File: src/rtl/cv32e40p_multi_sleep_unit.sv
// Multi-domain sleep unit: per-domain clock gate, enable FSM and idle-hysteresis
// counter, plus a shared maskable wake vector and a latched wake-cause record.

module tc_clk_gating (
    input  logic clk_i,
    input  logic en_i,
    input  logic test_en_i,
    output logic clk_o
);

    logic clk_en;

    // Enable is captured while the clock is low so the gated clock never glitches.
    always_latch begin
        if (!clk_i) begin
            clk_en = en_i | test_en_i;
        end
    end

    assign clk_o = clk_i & clk_en;

endmodule

module cv32e40p_multi_sleep_unit #(
    parameter int NUM_DOMAINS = 2,
    parameter int NUM_WAKE    = 4,
    parameter int IDLE_HYST   = 4,
    localparam int CAUSE_W    = (NUM_WAKE > 1) ? $clog2(NUM_WAKE) : 1
) (
    input  logic                   clk_ungated_i,
    input  logic                   rst_n,
    input  logic                   scan_cg_en_i,
    input  logic                   fetch_enable_i,
    output logic                   fetch_enable_o,
    input  logic [NUM_DOMAINS-1:0] busy_i,
    input  logic [NUM_DOMAINS-1:0] sleep_allowed_i,
    input  logic [NUM_WAKE-1:0]    wake_i,
    input  logic [NUM_WAKE-1:0]    wake_en_i,
    input  logic                   wake_cause_clr_i,
    output logic [NUM_DOMAINS-1:0] clk_gated_o,
    output logic [NUM_DOMAINS-1:0] clock_en_o,
    output logic                   core_sleep_o,
    output logic                   wake_valid_o,
    output logic [CAUSE_W-1:0]     wake_cause_o
);

    localparam int CNT_W = (IDLE_HYST > 0) ? $clog2(IDLE_HYST + 1) : 1;
    localparam logic [CNT_W-1:0] HYST_RELOAD = CNT_W'((IDLE_HYST > 0) ? IDLE_HYST - 1 : 0);

    localparam logic [1:0] OFF   = 2'd0;
    localparam logic [1:0] RUN   = 2'd1;
    localparam logic [1:0] IDLE  = 2'd2;
    localparam logic [1:0] GATED = 2'd3;

    logic                   fe_q;
    logic [1:0]             state_q [NUM_DOMAINS];
    logic [1:0]             state_d [NUM_DOMAINS];
    logic [CNT_W-1:0]       cnt_q   [NUM_DOMAINS];
    logic [CNT_W-1:0]       cnt_d   [NUM_DOMAINS];
    logic [NUM_DOMAINS-1:0] domain_idle;
    logic [NUM_DOMAINS-1:0] leave_gated;
    logic [NUM_WAKE-1:0]    wake_masked;
    logic                   wake_any;
    logic                   all_gated;
    logic                   capture;
    logic [CAUSE_W-1:0]     first_wake;
    logic                   wake_valid_q;
    logic [CAUSE_W-1:0]     wake_cause_q;

    assign wake_masked = wake_i & wake_en_i;
    assign wake_any    = |wake_masked;
    assign domain_idle = ~busy_i & sleep_allowed_i & {NUM_DOMAINS{~wake_any}};

    always_ff @(posedge clk_ungated_i or negedge rst_n) begin
        if (!rst_n) begin
            fe_q <= 1'b0;
        end else if (fetch_enable_i) begin
            fe_q <= 1'b1;
        end
    end

    assign fetch_enable_o = fe_q;

    // Per-domain next state; in GATED the enable is combinational so a wake
    // delivers the very edge that ends the waking cycle.
    always_comb begin
        for (int d = 0; d < NUM_DOMAINS; d++) begin
            state_d[d]     = state_q[d];
            cnt_d[d]       = cnt_q[d];
            clock_en_o[d]  = 1'b0;
            leave_gated[d] = 1'b0;
            case (state_q[d])
                OFF: begin
                    if (fe_q) begin
                        state_d[d] = RUN;
                    end
                end
                RUN: begin
                    clock_en_o[d] = 1'b1;
                    if (domain_idle[d]) begin
                        if (IDLE_HYST == 0) begin
                            state_d[d] = GATED;
                        end else begin
                            state_d[d] = IDLE;
                            cnt_d[d]   = HYST_RELOAD;
                        end
                    end
                end
                IDLE: begin
                    clock_en_o[d] = 1'b1;
                    if (!domain_idle[d]) begin
                        state_d[d] = RUN;
                    end else if (cnt_q[d] == '0) begin
                        state_d[d] = GATED;
                    end else begin
                        cnt_d[d] = cnt_q[d] - 1'b1;
                    end
                end
                GATED: begin
                    clock_en_o[d] = wake_any | busy_i[d];
                    if (wake_any | busy_i[d]) begin
                        state_d[d]     = RUN;
                        leave_gated[d] = 1'b1;
                    end
                end
                default: begin
                    state_d[d] = OFF;
                end
            endcase
        end
    end

    always_ff @(posedge clk_ungated_i or negedge rst_n) begin
        if (!rst_n) begin
            for (int d = 0; d < NUM_DOMAINS; d++) begin
                state_q[d] <= OFF;
                cnt_q[d]   <= '0;
            end
        end else begin
            for (int d = 0; d < NUM_DOMAINS; d++) begin
                state_q[d] <= state_d[d];
                cnt_q[d]   <= cnt_d[d];
            end
        end
    end

    always_comb begin
        all_gated = 1'b1;
        for (int d = 0; d < NUM_DOMAINS; d++) begin
            if (state_q[d] != GATED) begin
                all_gated = 1'b0;
            end
        end
    end

    assign core_sleep_o = fe_q & all_gated & ~(|clock_en_o);

    // Lowest set index wins when several enabled sources fire together.
    always_comb begin
        first_wake = '0;
        for (int i = NUM_WAKE - 1; i >= 0; i--) begin
            if (wake_masked[i]) begin
                first_wake = CAUSE_W'(i);
            end
        end
    end

    assign capture = (|leave_gated) & wake_any & ~wake_valid_q;

    always_ff @(posedge clk_ungated_i or negedge rst_n) begin
        if (!rst_n) begin
            wake_valid_q <= 1'b0;
            wake_cause_q <= '0;
        end else if (capture) begin
            wake_valid_q <= 1'b1;
            wake_cause_q <= first_wake;
        end else if (wake_cause_clr_i) begin
            wake_valid_q <= 1'b0;
        end
    end

    assign wake_valid_o = wake_valid_q;
    assign wake_cause_o = wake_cause_q;

    for (genvar g = 0; g < NUM_DOMAINS; g++) begin : gen_cg
        tc_clk_gating u_cg (
            .clk_i     (clk_ungated_i),
            .en_i      (clock_en_o[g]),
            .test_en_i (scan_cg_en_i),
            .clk_o     (clk_gated_o[g])
        );
    end

endmodule

File: config.mk
export PLATFORM = sky130hd
export DESIGN_NAME = cv32e40p_multi_sleep_unit
export DESIGN_NICKNAME = d
export VERILOG_FILES = /design/src/rtl/cv32e40p_multi_sleep_unit.sv
export SDC_FILE = /design/constraint.sdc
export NUM_CORES = 1
export LEC_CHECK = 0
export BUFFER_PORTS_ARGS = -buffer_cell sky130_fd_sc_hd__buf_2
export CORE_ASPECT_RATIO = 1.75
export CORE_UTILIZATION = 46
export CTS_CLUSTER_DIAMETER = 100
export DETAILED_ROUTE_END_ITERATION = 8
export PLACE_DENSITY = 0.7
export SLEW_MARGIN = 20
export SYNTH_ARGS = -nofsm -noshare
export SYNTH_HDL_FRONTEND = slang
export SYNTH_HIERARCHICAL = 1
export SYNTH_SLANG_ARGS = --single-unit
File: constraint.sdc
create_clock -name clk_ungated_i -period 2.6 [get_ports clk_ungated_i]
set_input_delay 0.65 -clock clk_ungated_i [delete_from_list [all_inputs] [get_ports clk_ungated_i]]
set_output_delay 0.65 -clock clk_ungated_i [all_outputs]
set_load 0.05 [all_outputs]
==> impl_metrics.prom, run 1 <==
# TYPE chip_impl_metric gauge
chip_impl_metric{name="maximum_number_of_pins_on_one_net_before_global_route_repair",unit=""} 15
chip_impl_metric{name="path_max_fanout",unit=""} 1
chip_impl_metric{name="clk_latency",unit="ns"} 0.36
chip_impl_metric{name="filler_cell_count",unit=""} 199
chip_impl_info{name="ys.flop_type",value="sky130_fd_sc_hd__dfrtp_1"} 1
chip_impl_metric{name="fin_nets",unit=""} 195
chip_impl_metric{name="setup_viol_count_final",unit=""} 4
chip_impl_metric{name="worst_pin_slew",unit="ns"} 0.641
chip_impl_metric{name="buffer_count_from_post_cts_setup_fixing",unit=""} 0
chip_impl_metric{name="postRouteWirelength",unit="mm"} 2.75
chip_impl_metric{name="postSynthNetCount",unit=""} 154
chip_impl_metric{name="cts.reportedPaths.clkPinSlew",unit="ns"} 0.07
chip_impl_metric{name="drcViolationCount",unit=""} 0
chip_impl_metric{name="avgRoutedWirePerCell",unit="microns"} 14.7
chip_impl_metric{name="power.static_leakage",unit="nW"} 0.732
chip_impl_metric{name="stdcell_area",unit="sq mm"} 0.00154
chip_impl_metric{name="skew",unit="ns"} 0.00265
chip_impl_metric{name="cp_data_required_time",unit="ns"} 1.95
chip_impl_metric{name="globalplace.congestion",unit=""} 0.735
chip_impl_metric{name="timing_max_transition_violations_final",unit=""} 0
chip_impl_metric{name="post-place-ws",unit="ns"} -0.227
chip_impl_info{name="failed_checks",value="setup timing"} 1
chip_impl_metric{name="synth-warning-count",unit=""} 6
chip_impl_metric{name="dr_total_vias",unit=""} 1053
chip_impl_metric{name="report.final.hold_viol_count",unit=""} 0
chip_impl_info{name="critPathCaptureType",value="output pin"} 1
chip_impl_metric{name="yosys.cell_types.count",unit=""} 36
chip_impl_info{name="layout_commonest_cell",value="sky130_fd_sc_hd__buf_2"} 1
chip_impl_metric{name="drt_iter0_drc",unit=""} 24
chip_impl_info{name="synth_top_cells_by_area",value="sky130_fd_sc_hd__dfrtp_1, sky130_fd_sc_hd__ha_1, sky130_fd_sc_hd__inv_1"} 1
chip_impl_metric{name="synth-async-reset-ratio",unit="%"} 87.5
chip_impl_metric{name="detailroute.wirelength.met3",unit="microns"} 94
chip_impl_metric{name="fp-row-count",unit=""} 23
chip_impl_info{name="result_of_the_run",value="complete, but fails checks"} 1
chip_impl_info{name="min_path_type",value="input pin to async pin"} 1
chip_impl_metric{name="setup_slack",unit="ns"} -0.398
chip_impl_info{name="regToRegEndpoint",value="gen_cg[0].u_cg/clk_en$_DLATCH_N_"} 1
chip_impl_info{name="tritoncts",value="yes"} 1
chip_impl_metric{name="syn_to_final_growth",unit="%"} 36.1
chip_impl_metric{name="vias_per_cell",unit=""} 5.63
chip_impl_info{name="rsz_0062_raised_after_global_routing",value="yes"} 1
chip_impl_metric{name="detailroute.wirelength.met2",unit="mm"} 1.55
chip_impl_metric{name="chipHeight",unit="microns"} 67.6
chip_impl_metric{name="timing.critical_path.arrival",unit="ns"} 2.35
chip_impl_metric{name="grt_pass1_vias",unit=""} 1098
chip_impl_metric{name="placed_area",unit="sq mm"} 0.00141
chip_impl_metric{name="floorplan.initialDensity",unit="%"} 49.1
chip_impl_info{name="synth_top_area_cell",value="sky130_fd_sc_hd__dfrtp_1"} 1
chip_impl_metric{name="synth.avg_cell_area",unit="sq um"} 9.34
chip_impl_metric{name="synth-edff-count",unit=""} 0
chip_impl_metric{name="vdd_drop_max",unit="mV"} 0.723
chip_impl_metric{name="full_die_area",unit="sq mm"} 0.00267
chip_impl_info{name="layout.cells.most_common_list",value="sky130_fd_sc_hd__buf_2, sky130_fd_sc_hd__ha_1, sky130_fd_sc_hd__inv_1"} 1
chip_impl_metric{name="r2r_setup_slack",unit="ns"} 0.08
chip_impl_metric{name="place_hpwl",unit="mm"} 2.17
chip_impl_info{name="criticalPathCategory",value="latch to output pin"} 1
chip_impl_metric{name="final_layout_size_suffix_gt1_share",unit="%"} 32.1
chip_impl_metric{name="max_cap_violations",unit=""} 0
chip_impl_info{name="critical_path.startpoint_type",value="latch"} 1
chip_impl_metric{name="syn_inst",unit=""} 121
chip_impl_metric{name="postRouteAntennaNets",unit=""} 0
chip_impl_metric{name="ff2ff_path_depth",unit=""} 5
chip_impl_metric{name="grt_overflow_total",unit=""} 0
chip_impl_metric{name="grt_pass1_wl",unit="mm"} 4.37
chip_impl_metric{name="core_region_area",unit="sq mm"} 0.00230
chip_impl_info{name="r2r-start",value="state_q[2]$_DFFE_PN0P_"} 1
chip_impl_metric{name="grt_antenna_before_repair",unit=""} 0
chip_impl_metric{name="area_share_of_the_leading_cell_type_in_the_synthesized_netlist",unit="%"} 31.0
chip_impl_metric{name="grt_usage",unit="%"} 23.8
chip_impl_metric{name="design.portCount",unit=""} 26
chip_impl_metric{name="drt_first_pass_iters",unit=""} 4
chip_impl_metric{name="numPortBuffers",unit=""} 25
chip_impl_metric{name="slew_headroom",unit="%"} 56.7
chip_impl_metric{name="powerDensity",unit="mW/mm^2"} 1120
chip_impl_metric{name="detail_route.wirelength.met1",unit="mm"} 1.06
chip_impl_metric{name="synth-seq-cells",unit=""} 16
chip_impl_info{name="dr.max_layer_used",value="met4"} 1
chip_impl_metric{name="mapped_area",unit="sq mm"} 0.00113
chip_impl_metric{name="die_width",unit="microns"} 39.5
chip_impl_metric{name="antenna_cells",unit=""} 0
-- state kept, by name, summed over array words and instances (netlist names) --
name	flops
cnt_q	6
fetch_enable_o	1
gen_cg.u_cg/clk_en	2
wake_cause_o	2
state_q	4
wake_valid_o	1
-- per-layer routing --
layer	GRT usage (%)	vias to the layer above
met5	0	-
met4	12.5	0
met3	6.91	5
met2	42.0	20
met1	23.5	505
li1	-	523
-- final cells by class --
class	count	area [sq um]	area share, %
clock buffers	11	134	8.71
inverters	15	56.3	3.66
multi-input cells	90	768	50.0
flip-flops and latches	16	380	24.7
well taps	25	31.3	2.03
repair buffers	30	168	10.9
-- cell usage after synthesis, types with 2 or more instances --
library cell,n
sky130_fd_sc_hd__dfrtp_1,14
sky130_fd_sc_hd__o31ai_1,3
sky130_fd_sc_hd__nor3_1,3
sky130_fd_sc_hd__o22a_1,2
sky130_fd_sc_hd__a2bb2oi_1,2
sky130_fd_sc_hd__nor2_1,5
sky130_fd_sc_hd__nand2_1,8
sky130_fd_sc_hd__dlxtn_1,2
sky130_fd_sc_hd__a21oi_1,3
sky130_fd_sc_hd__a31oi_1,2
sky130_fd_sc_hd__nand3_1,2
sky130_fd_sc_hd__or2_1,2
sky130_fd_sc_hd__o22ai_1,4
sky130_fd_sc_hd__o21ai_0,8
sky130_fd_sc_hd__ha_1,16
sky130_fd_sc_hd__a22oi_1,2
sky130_fd_sc_hd__and2_1,3
sky130_fd_sc_hd__inv_1,15
sky130_fd_sc_hd__a22o_1,3
sky130_fd_sc_hd__nand2b_1,4
sky130_fd_sc_hd__mux2i_1,2
sky130_fd_sc_hd__nor2b_1,2
-- critical path: stages, from the launching register on --
cell and delay, ns:
sky130_fd_sc_hd__dlxtn_1 0.39, sky130_fd_sc_hd__and2_4 0.14, sky130_fd_sc_hd__buf_8 0.14
-- metrics by stage --
stage / instances / utilization (%) / power [mW] / TNS, ns / hold WS, ns
6_report: 187 / 66.8 / 1.72 / -0.793 / 0.186
5_1_grt: 187 / 66.8 / 1.85 / -0.848 / 0.210
4_1_cts: 187 / 66.8 / 1.73 / -0.803 / 0.197
3_5_place_dp: 178 / 61.4 / 1.28 / -0.427 / 0.484
3_3_place_gp: 178 / 61.4 / 1.24 / -0.414 / 0.474
2_1_floorplan: 121 / - / 1.08 / -0.0927 / 0.354
-- power breakdown --
part / switching (mW) / internal (mW)
sequential: 0.0649 / 0.327
clock: 0.250 / 0.351
combinational: 0.464 / 0.259
total: 0.779 / 0.937
-- how the worst max path moves through the flow --
stage / endpoint / start / slack, ns
detailed placement: clk_gated_o[1] / gen_cg[1].u_cg/clk_en$_DLATCH_N_ / -0.23
CTS: clk_gated_o[0] / gen_cg[0].u_cg/clk_en$_DLATCH_N_ / -0.40
global placement: clk_gated_o[1] / gen_cg[1].u_cg/clk_en$_DLATCH_N_ / -0.22
floorplan: clk_gated_o[1] / gen_cg[1].u_cg/clk_en$_DLATCH_N_ / -0.05
global route: clk_gated_o[0] / gen_cg[0].u_cg/clk_en$_DLATCH_N_ / -0.43
finish: clk_gated_o[0] / gen_cg[0].u_cg/clk_en$_DLATCH_N_ / -0.40
-- cell families after synthesis --
logic type / Yosys count / share of synthesized area (%)
multiplexers: 2 / 1.77
adder cells (fa/ha/maj): 16 / 17.7
AO/OA/AOI/OAI: 39 / 25.7
latches: 2 / 2.66
flip-flops: 14 / 31.0
buffers and inverters: 15 / 4.98
AND/OR/NAND/NOR: 33 / 16.2
-- repair_timing --
item                       in CTS  in global routing
hold endpoints to repair        0                  0
gates resized for setup         6                  0
hold buffers                    0                  0
setup endpoints to repair       4                  4
pin swaps                       1                  0
No activity file was read; power rests on OpenSTA's default activity.
==> run 2, diff against run 1 <==
--- a/config.mk
+++ b/config.mk
@@ -5,12 +5,13 @@
 export SDC_FILE = /design/constraint.sdc
 export NUM_CORES = 1
 export LEC_CHECK = 0
+export ABC_AREA = 1
 export BUFFER_PORTS_ARGS = -buffer_cell sky130_fd_sc_hd__buf_2
 export CORE_ASPECT_RATIO = 1.75
 export CORE_UTILIZATION = 46
 export CTS_CLUSTER_DIAMETER = 100
 export DETAILED_ROUTE_END_ITERATION = 8
-export PLACE_DENSITY = 0.7
+export PLACE_DENSITY = 0.69
 export SLEW_MARGIN = 20
 export SYNTH_ARGS = -nofsm -noshare
 export SYNTH_HDL_FRONTEND = slang
==> impl_metrics.prom, run 2 <==
# TYPE chip_impl_metric gauge
chip_impl_metric{name="area_share_of_the_leading_cell_type_in_the_synthesized_netlist",unit="%"} 28.2
chip_impl_info{name="ys.flop_type",value="sky130_fd_sc_hd__dfrtp_1"} 1
chip_impl_metric{name="setup_slack",unit="ns"} -0.409
chip_impl_metric{name="maximum_number_of_pins_on_one_net_before_global_route_repair",unit=""} 15
chip_impl_metric{name="antenna_cells",unit=""} 0
chip_impl_metric{name="dr_total_vias",unit=""} 1113
chip_impl_metric{name="drcViolationCount",unit=""} 0
chip_impl_metric{name="grt_overflow_total",unit=""} 0
chip_impl_metric{name="place_hpwl",unit="mm"} 1.88
chip_impl_metric{name="synth-seq-cells",unit=""} 16
chip_impl_metric{name="max_cap_violations",unit=""} 0
chip_impl_metric{name="synth-warning-count",unit=""} 6
chip_impl_metric{name="filler_cell_count",unit=""} 235
chip_impl_info{name="rsz_0062_raised_after_global_routing",value="yes"} 1
chip_impl_metric{name="postRouteWirelength",unit="mm"} 2.37
chip_impl_metric{name="timing.critical_path.arrival",unit="ns"} 2.36
chip_impl_metric{name="synth-async-reset-ratio",unit="%"} 87.5
chip_impl_metric{name="globalplace.congestion",unit=""} 0.697
chip_impl_metric{name="drt_first_pass_iters",unit=""} 3
chip_impl_metric{name="buffer_count_from_post_cts_setup_fixing",unit=""} 0
chip_impl_metric{name="syn_inst",unit=""} 160
chip_impl_metric{name="chipHeight",unit="microns"} 70.8
chip_impl_metric{name="powerDensity",unit="mW/mm^2"} 1190
chip_impl_metric{name="max_stage_delay",unit="ns"} 0.41
chip_impl_metric{name="placed_area",unit="sq mm"} 0.00148
chip_impl_metric{name="path_max_fanout",unit=""} 1
chip_impl_info{name="tritoncts",value="yes"} 1
chip_impl_info{name="path_cells",value="nand2_2 > clkinvlp_4 > buf_8"} 1
chip_impl_info{name="max_flop_register",value="cnt_q"} 1
chip_impl_info{name="post-synth-top-count-cell",value="sky130_fd_sc_hd__nand2_1"} 1
chip_impl_info{name="layout.cells.most_common_list",value="sky130_fd_sc_hd__nand2_1, sky130_fd_sc_hd__inv_1, sky130_fd_sc_hd__buf_2"} 1
chip_impl_metric{name="cp_data_required_time",unit="ns"} 1.95
chip_impl_info{name="synth_top_cells_by_area",value="sky130_fd_sc_hd__dfrtp_1, sky130_fd_sc_hd__ha_1, sky130_fd_sc_hd__nand2_1"} 1
chip_impl_metric{name="avgRoutedWirePerCell",unit="microns"} 10.6
chip_impl_metric{name="clk_latency",unit="ns"} 0.35
chip_impl_metric{name="final_layout_size_suffix_gt1_share",unit="%"} 37.1
chip_impl_info{name="min_path_type",value="input pin to async pin"} 1
chip_impl_metric{name="post-place-ws",unit="ns"} -0.102
chip_impl_metric{name="skew",unit="ns"} 0.00260
chip_impl_metric{name="total_power",unit="mW"} 1.91
chip_impl_info{name="synth_top_area_cell",value="sky130_fd_sc_hd__dfrtp_1"} 1
chip_impl_info{name="layout_commonest_cell",value="sky130_fd_sc_hd__nand2_1"} 1
chip_impl_metric{name="grt_usage",unit="%"} 20.9
chip_impl_metric{name="mapped_area",unit="sq mm"} 0.00124
chip_impl_metric{name="grt_antenna_before_repair",unit=""} 0
chip_impl_metric{name="fin_nets",unit=""} 231
chip_impl_metric{name="whs",unit="ns"} 0.200
chip_impl_metric{name="vdd_drop_max",unit="mV"} 0.550
chip_impl_info{name="largestRegisters",value="cnt_q x6, state_q x4"} 1
chip_impl_metric{name="die_width",unit="microns"} 41.3
chip_impl_metric{name="core_region_area",unit="sq mm"} 0.00252
chip_impl_metric{name="postRouteAntennaNets",unit=""} 0
chip_impl_metric{name="r2r_setup_slack",unit="ns"} 0.12
chip_impl_metric{name="fin_setup_tns",unit="ns"} -0.801
chip_impl_metric{name="design.portCount",unit=""} 26
chip_impl_info{name="result_of_the_run",value="complete, but fails checks"} 1
chip_impl_metric{name="postSynthNetCount",unit=""} 193
chip_impl_info{name="criticalPathCategory",value="latch to output pin"} 1
chip_impl_metric{name="yosys.cell_types.count",unit=""} 30
chip_impl_metric{name="ff2ff_path_depth",unit=""} 8
chip_impl_info{name="critPathCaptureType",value="output pin"} 1
chip_impl_metric{name="floorplan.initialDensity",unit="%"} 49.3
chip_impl_metric{name="timing_max_transition_violations_final",unit=""} 0
chip_impl_info{name="netlist_top_cells_count",value="sky130_fd_sc_hd__nand2_1, sky130_fd_sc_hd__inv_1, sky130_fd_sc_hd__ha_1"} 1
chip_impl_metric{name="report.final.hold_viol_count",unit=""} 0
chip_impl_metric{name="synth.avg_cell_area",unit="sq um"} 7.77
chip_impl_info{name="failed_checks",value="setup timing"} 1
chip_impl_metric{name="syn_to_final_growth",unit="%"} 29.3
chip_impl_info{name="critical_path.startpoint_type",value="latch"} 1
chip_impl_metric{name="drt_iter0_drc",unit=""} 7
chip_impl_metric{name="worst_pin_slew",unit="ns"} 0.362
chip_impl_metric{name="stdcell_area",unit="sq mm"} 0.00161
chip_impl_metric{name="vias_per_cell",unit=""} 4.99
chip_impl_metric{name="largest_register_ffs",unit=""} 6
chip_impl_metric{name="full_die_area",unit="sq mm"} 0.00292
chip_impl_info{name="r2r-start",value="state_q[1]$_DFFE_PN0P_"} 1
chip_impl_metric{name="fp-row-count",unit=""} 24
chip_impl_info{name="critical_path.slowest_cell",value="sky130_fd_sc_hd__dlxtn_2"} 1
chip_impl_metric{name="setup_viol_count_final",unit=""} 4
chip_impl_metric{name="numPortBuffers",unit=""} 25
chip_impl_metric{name="synth-edff-count",unit=""} 0
chip_impl_metric{name="slew_headroom",unit="%"} 75.9
chip_impl_metric{name="cts.reportedPaths.clkPinSlew",unit="ns"} 0.06
chip_impl_metric{name="grt_pass1_vias",unit=""} 1152
chip_impl_metric{name="power.static_leakage",unit="nW"} 0.920
chip_impl_info{name="regToRegEndpoint",value="gen_cg[1].u_cg/clk_en$_DLATCH_N_"} 1
chip_impl_metric{name="grt_pass1_wl",unit="mm"} 4.23
-- run 2: power by group --
group	internal [mW]	leakage, nW	switching, mW
Combinational	0.293	0.660	0.578
Clock	0.335	0.0778	0.277
Sequential	0.356	0.182	0.0695
-- run 2: worst max-delay path by stage --
stage	depth (start not counted)	from	to
final	3	gen_cg[0].u_cg/clk_en$_DLATCH_N_	clk_gated_o[0]
after global routing	3	gen_cg[0].u_cg/clk_en$_DLATCH_N_	clk_gated_o[0]
after CTS	3	gen_cg[0].u_cg/clk_en$_DLATCH_N_	clk_gated_o[0]
after detailed placement	3	gen_cg[0].u_cg/clk_en$_DLATCH_N_	clk_gated_o[0]
after global placement	3	gen_cg[0].u_cg/clk_en$_DLATCH_N_	clk_gated_o[0]
after floorplan	2	gen_cg[0].u_cg/clk_en$_DLATCH_N_	clk_gated_o[0]
-- run 2: final cells by class --
type | count | area, sq um | share of cell area (%)
multi-input cells | 110 | 773 | 48.1
flip-flops and latches | 16 | 384 | 23.9
repair buffers | 28 | 155 | 9.66
clock buffers | 10 | 130 | 8.10
inverters | 31 | 120 | 7.48
well taps | 26 | 32.5 | 2.02
clock inverters | 2 | 11.3 | 0.701
-- run 2: worst max-delay path: cells and delay by family, from the launching register on --
| family | cells | cell delay (ns) |
|---|---|---|
| buf+inv | 2 | 0.21 |
| latches | 1 | 0.41 |
| simple gates | 1 | 0.05 |
-- run 2: metrics by stage --
stage	utilization, %	cells
finish	63.7	223
global route	63.7	223
CTS	63.2	223
detailed placement	58.5	215
global placement	58.5	215
floorplan	-	160
-- run 2: timing repair --
item,CTS,global route
hold buffers,0,0
resized for setup,7,6
setup endpoints to repair,4,5
-- run 2: cells by family after synthesis --
group	synth area share, %
latches	2.42
adder cells (fa/ha/maj)	16.1
AO/OA/AOI/OAI	7.35
AND/OR/NAND/NOR	33.6
buffers and inverters	10.9
XOR/XNOR	1.41
flip-flops	28.2
-- run 2: layer usage --
| metal | track usage (%) | share of wire (%) | up-vias |
|---|---|---|---|
| li1 | - | - | 559 |
| met1 | 19.4 | 38 | 516 |
| met2 | 34.0 | 55 | 29 |
| met3 | 9.09 | 4.1 | 9 |
| met4 | 13.6 | 3.0 | 0 |
| met5 | 0 | 0 | - |
==> run 3, diff against run 2 <==
--- a/config.mk
+++ b/config.mk
@@ -12,8 +12,8 @@
 export CTS_CLUSTER_DIAMETER = 100
 export DETAILED_ROUTE_END_ITERATION = 8
 export PLACE_DENSITY = 0.69
+export RECOVER_POWER = 50
 export SLEW_MARGIN = 20
 export SYNTH_ARGS = -nofsm -noshare
 export SYNTH_HDL_FRONTEND = slang
-export SYNTH_HIERARCHICAL = 1
 export SYNTH_SLANG_ARGS = --single-unit
==> impl_metrics.prom, run 3 <==
# TYPE chip_impl_metric gauge
chip_impl_info{name="layout_commonest_cell",value="sky130_fd_sc_hd__nand2_1"} 1
chip_impl_metric{name="antenna_cells",unit=""} 0
chip_impl_metric{name="drcViolationCount",unit=""} 0
chip_impl_metric{name="fin_nets",unit=""} 228
chip_impl_metric{name="timing_max_transition_violations_final",unit=""} 0
chip_impl_metric{name="grt_antenna_before_repair",unit=""} 0
chip_impl_info{name="post-synth-top-count-cell",value="sky130_fd_sc_hd__nand2_1"} 1
chip_impl_metric{name="synth-seq-cells",unit=""} 16
chip_impl_metric{name="floorplan.initialDensity",unit="%"} 48.4
chip_impl_metric{name="synth-compound-area-share",unit="%"} 8.19
chip_impl_info{name="result_of_the_run",value="complete, but fails checks"} 1
chip_impl_metric{name="clk_latency",unit="ns"} 0.35
chip_impl_metric{name="synth-async-reset-ratio",unit="%"} 87.5
chip_impl_info{name="netlist_top_cells_count",value="sky130_fd_sc_hd__nand2_1, sky130_fd_sc_hd__inv_1, sky130_fd_sc_hd__ha_1"} 1
chip_impl_metric{name="postRouteAntennaNets",unit=""} 0
chip_impl_metric{name="drt_first_pass_iters",unit=""} 4
chip_impl_metric{name="grt_pass1_wl",unit="mm"} 4.10
chip_impl_info{name="max_flop_register",value="cnt_q"} 1
chip_impl_info{name="criticalPathCategory",value="latch to output pin"} 1
chip_impl_metric{name="setup_viol_count_final",unit=""} 4
chip_impl_metric{name="cts.hold.buffers_added",unit=""} 0
chip_impl_metric{name="filler_cell_count",unit=""} 229
chip_impl_info{name="critical_path.slowest_cell",value="sky130_fd_sc_hd__dlxtn_2"} 1
chip_impl_metric{name="dr_total_vias",unit=""} 1073
chip_impl_info{name="regToRegEndpoint",value="gen_cg[1].u_cg.clk_en$_DLATCH_N_"} 1
chip_impl_info{name="dominant_combinational_cell_family_by_area_after_synthesis",value="simple AND/OR/NAND/NOR gates"} 1
chip_impl_metric{name="area_share_of_the_leading_cell_type_in_the_synthesized_netlist",unit="%"} 29.0
chip_impl_metric{name="synth_xor_area_share",unit="%"} 1.45
chip_impl_metric{name="power.static_leakage",unit="nW"} 0.888
chip_impl_info{name="min_path_type",value="input pin to async pin"} 1
chip_impl_metric{name="postRouteWirelength",unit="mm"} 2.39
chip_impl_metric{name="grt_overflow_total",unit=""} 0
chip_impl_metric{name="numPortBuffers",unit=""} 25
chip_impl_info{name="synth_top_cells_by_area",value="sky130_fd_sc_hd__dfrtp_1, sky130_fd_sc_hd__ha_1, sky130_fd_sc_hd__nand2_1"} 1
chip_impl_metric{name="mapped_area",unit="sq mm"} 0.00121
chip_impl_metric{name="avgRoutedWirePerCell",unit="microns"} 10.8
chip_impl_metric{name="core_region_area",unit="sq mm"} 0.00249
chip_impl_metric{name="place_hpwl",unit="mm"} 1.88
chip_impl_metric{name="vias_per_cell",unit=""} 4.86
chip_impl_metric{name="synth_simple_gate_area_share",unit="%"} 29.8
chip_impl_metric{name="placed_area",unit="sq mm"} 0.00137
chip_impl_metric{name="fp-row-count",unit=""} 24
chip_impl_metric{name="synth.avg_cell_area",unit="sq um"} 7.55
chip_impl_metric{name="powerDensity",unit="mW/mm^2"} 1220
chip_impl_info{name="layout.cells.most_common_list",value="sky130_fd_sc_hd__nand2_1, sky130_fd_sc_hd__inv_1, sky130_fd_sc_hd__buf_2"} 1
chip_impl_info{name="crit_family",value="latches"} 1
chip_impl_info{name="synth_top_area_cell",value="sky130_fd_sc_hd__dfrtp_1"} 1
chip_impl_metric{name="die_width",unit="microns"} 40.7
chip_impl_metric{name="synth-warning-count",unit=""} 0
chip_impl_metric{name="cp_data_required_time",unit="ns"} 1.95
chip_impl_metric{name="timing.critical_path.arrival",unit="ns"} 2.34
chip_impl_metric{name="max_stage_delay",unit="ns"} 0.41
chip_impl_metric{name="grt_pass1_vias",unit=""} 1084
chip_impl_metric{name="yosys.cell_types.count",unit=""} 27
chip_impl_metric{name="maximum_number_of_pins_on_one_net_before_global_route_repair",unit=""} 15
chip_impl_metric{name="max_cap_violations",unit=""} 0
chip_impl_metric{name="syn_inst",unit=""} 160
chip_impl_metric{name="buffer_count_from_post_cts_setup_fixing",unit=""} 0
chip_impl_metric{name="final_layout_size_suffix_gt1_share",unit="%"} 29.7
chip_impl_info{name="rsz_0062_raised_after_global_routing",value="yes"} 1
chip_impl_metric{name="design.portCount",unit=""} 26
chip_impl_metric{name="slew_headroom",unit="%"} 45.6
chip_impl_metric{name="path_max_fanout",unit=""} 1
chip_impl_metric{name="total_power",unit="mW"} 1.82
chip_impl_info{name="critical_path.startpoint_type",value="latch"} 1
chip_impl_info{name="critPathCaptureType",value="output pin"} 1
chip_impl_metric{name="skew",unit="ns"} 0.000805
chip_impl_info{name="ys.flop_type",value="sky130_fd_sc_hd__dfrtp_1"} 1
chip_impl_metric{name="full_die_area",unit="sq mm"} 0.00284
chip_impl_metric{name="adder_cell_share_of_the_synthesized_area",unit="%"} 16.6
chip_impl_metric{name="vdd_drop_max",unit="mV"} 0.830
chip_impl_metric{name="r2r_setup_slack",unit="ns"} 0
chip_impl_metric{name="postSynthNetCount",unit=""} 193
chip_impl_info{name="tritoncts",value="yes"} 1
chip_impl_metric{name="grt_usage",unit="%"} 21.0
chip_impl_metric{name="stdcell_area",unit="sq mm"} 0.00150
chip_impl_metric{name="chipHeight",unit="microns"} 69.8
chip_impl_info{name="largestRegisters",value="cnt_q x6, state_q x4"} 1
chip_impl_metric{name="ff2ff_path_depth",unit=""} 7
chip_impl_info{name="r2r-start",value="state_q[0]$_DFFE_PN0P_"} 1
chip_impl_info{name="failed_checks",value="setup timing"} 1
chip_impl_metric{name="cp.buffers_inverters",unit=""} 2
chip_impl_metric{name="drt_iter0_drc",unit=""} 15
chip_impl_metric{name="largest_register_ffs",unit=""} 6
chip_impl_metric{name="report.final.hold_viol_count",unit=""} 0
chip_impl_metric{name="muxShareOfSynthArea",unit="%"} 0
chip_impl_metric{name="cts.reportedPaths.clkPinSlew",unit="ns"} 0.06
chip_impl_metric{name="worst_pin_slew",unit="ns"} 0.817
chip_impl_metric{name="syn_to_final_growth",unit="%"} 23.8
chip_impl_metric{name="globalplace.congestion",unit=""} 0.766
chip_impl_info{name="path_cells",value="nand2_2 > inv_2 > buf_8"} 1
chip_impl_metric{name="synth-edff-count",unit=""} 0
chip_impl_metric{name="setup_slack",unit="ns"} -0.390
==> run 3: changes by cell type after synthesis, moves of 2 or more <==
cell	delta
sky130_fd_sc_hd__buf_4	+4
sky130_fd_sc_hd__nand2_1	+4
sky130_fd_sc_hd__nand2_2	-4
sky130_fd_sc_hd__o21ai_0	+4
sky130_fd_sc_hd__o21ai_1	-4
sky130_fd_sc_hd__inv_1	-3
sky130_fd_sc_hd__nand2_4	-2
sky130_fd_sc_hd__or2_2	+2
==> run 3: logic make-up after synthesis <==
family,Yosys count
AOI/OAI and AO/OA,15
xor gates and xnor gates,2
adders and majority gates,16
buffers and inverters,34
DFF,14
latches,2
and+or+nand+nor,77
==> run 3: layout make-up <==
| cell class | count | area (sq um) | area share, % |
|---|---|---|---|
| multi-input combinational | 110 | 679 | 45.4 |
| sequential | 16 | 383 | 25.6 |
| timing repair buffer | 29 | 161 | 10.8 |
| clock buffer | 11 | 130 | 8.70 |
| inverter | 27 | 101 | 6.78 |
| tap | 26 | 32.5 | 2.18 |
| clock inverter | 2 | 7.51 | 0.502 |
==> run 3: worst max path at each step <==
stage | start | to | slack [ns] | depth (start not counted)
6_report | gen_cg[1].u_cg.clk_en$_DLATCH_N_ | clk_gated_o[1] | -0.39 | 3
5_1_grt | gen_cg[1].u_cg.clk_en$_DLATCH_N_ | clk_gated_o[1] | -0.43 | 3
4_1_cts | gen_cg[1].u_cg.clk_en$_DLATCH_N_ | clk_gated_o[1] | -0.41 | 3
3_5_place_dp | gen_cg[1].u_cg.clk_en$_DLATCH_N_ | clk_gated_o[1] | -0.20 | 3
3_3_place_gp | gen_cg[1].u_cg.clk_en$_DLATCH_N_ | clk_gated_o[1] | -0.19 | 3
2_1_floorplan | wake_i[1] | gen_cg[1].u_cg.clk_en$_DLATCH_N_ | 0 | 9
==> run 3: repair_timing <==
action / in CTS / in global routing
endpoints found under the setup margin: 4 / 5
pin swaps: 1 / 0
resized for setup: 4 / 7
==> run 3: layer usage <==
| layer | part of all wire [%] | global-route usage [%] | vias to the layer above |
|---|---|---|---|
| li1 | - | - | 552 |
| met1 | 37 | 18.0 | 495 |
| met2 | 57 | 35.3 | 20 |
| met3 | 3.3 | 8.33 | 6 |
| met4 | 2.2 | 14.4 | 0 |
| met5 | 0 | 0 | - |
==> run 3: worst reg2reg max path, cell delays in order, from the launching register on <==
cell and delay (ns):
sky130_fd_sc_hd__dfrtp_1 0.42, sky130_fd_sc_hd__inv_1 0.11, sky130_fd_sc_hd__ha_1 0.29, sky130_fd_sc_hd__inv_1 0.07, sky130_fd_sc_hd__nand2_1 0.05, sky130_fd_sc_hd__nand2_1 0.08
sky130_fd_sc_hd__inv_1 0.06, sky130_fd_sc_hd__or2_2 0.26
==> run 3: power by group <==
group	switching (mW)	total, mW	internal, mW
clock network	0.262	0.586	0.324
registers	0.0678	0.422	0.354
logic	0.537	0.810	0.273
==> run 3: through the flow <==
stage          setup TNS, ns  cells  setup WS [ns]  hold slack, ns  util, %
3_5_place_dp          -0.236    212         -0.202           0.455     54.9
5_1_grt               -0.840    221         -0.431           0.433     60.0
2_1_floorplan              0    160              0           0.354        -
3_3_place_gp          -0.219    212         -0.185           0.453     54.9
6_report              -0.761    221         -0.390           0.363     60.0
4_1_cts               -0.782    221         -0.405           0.202     59.6
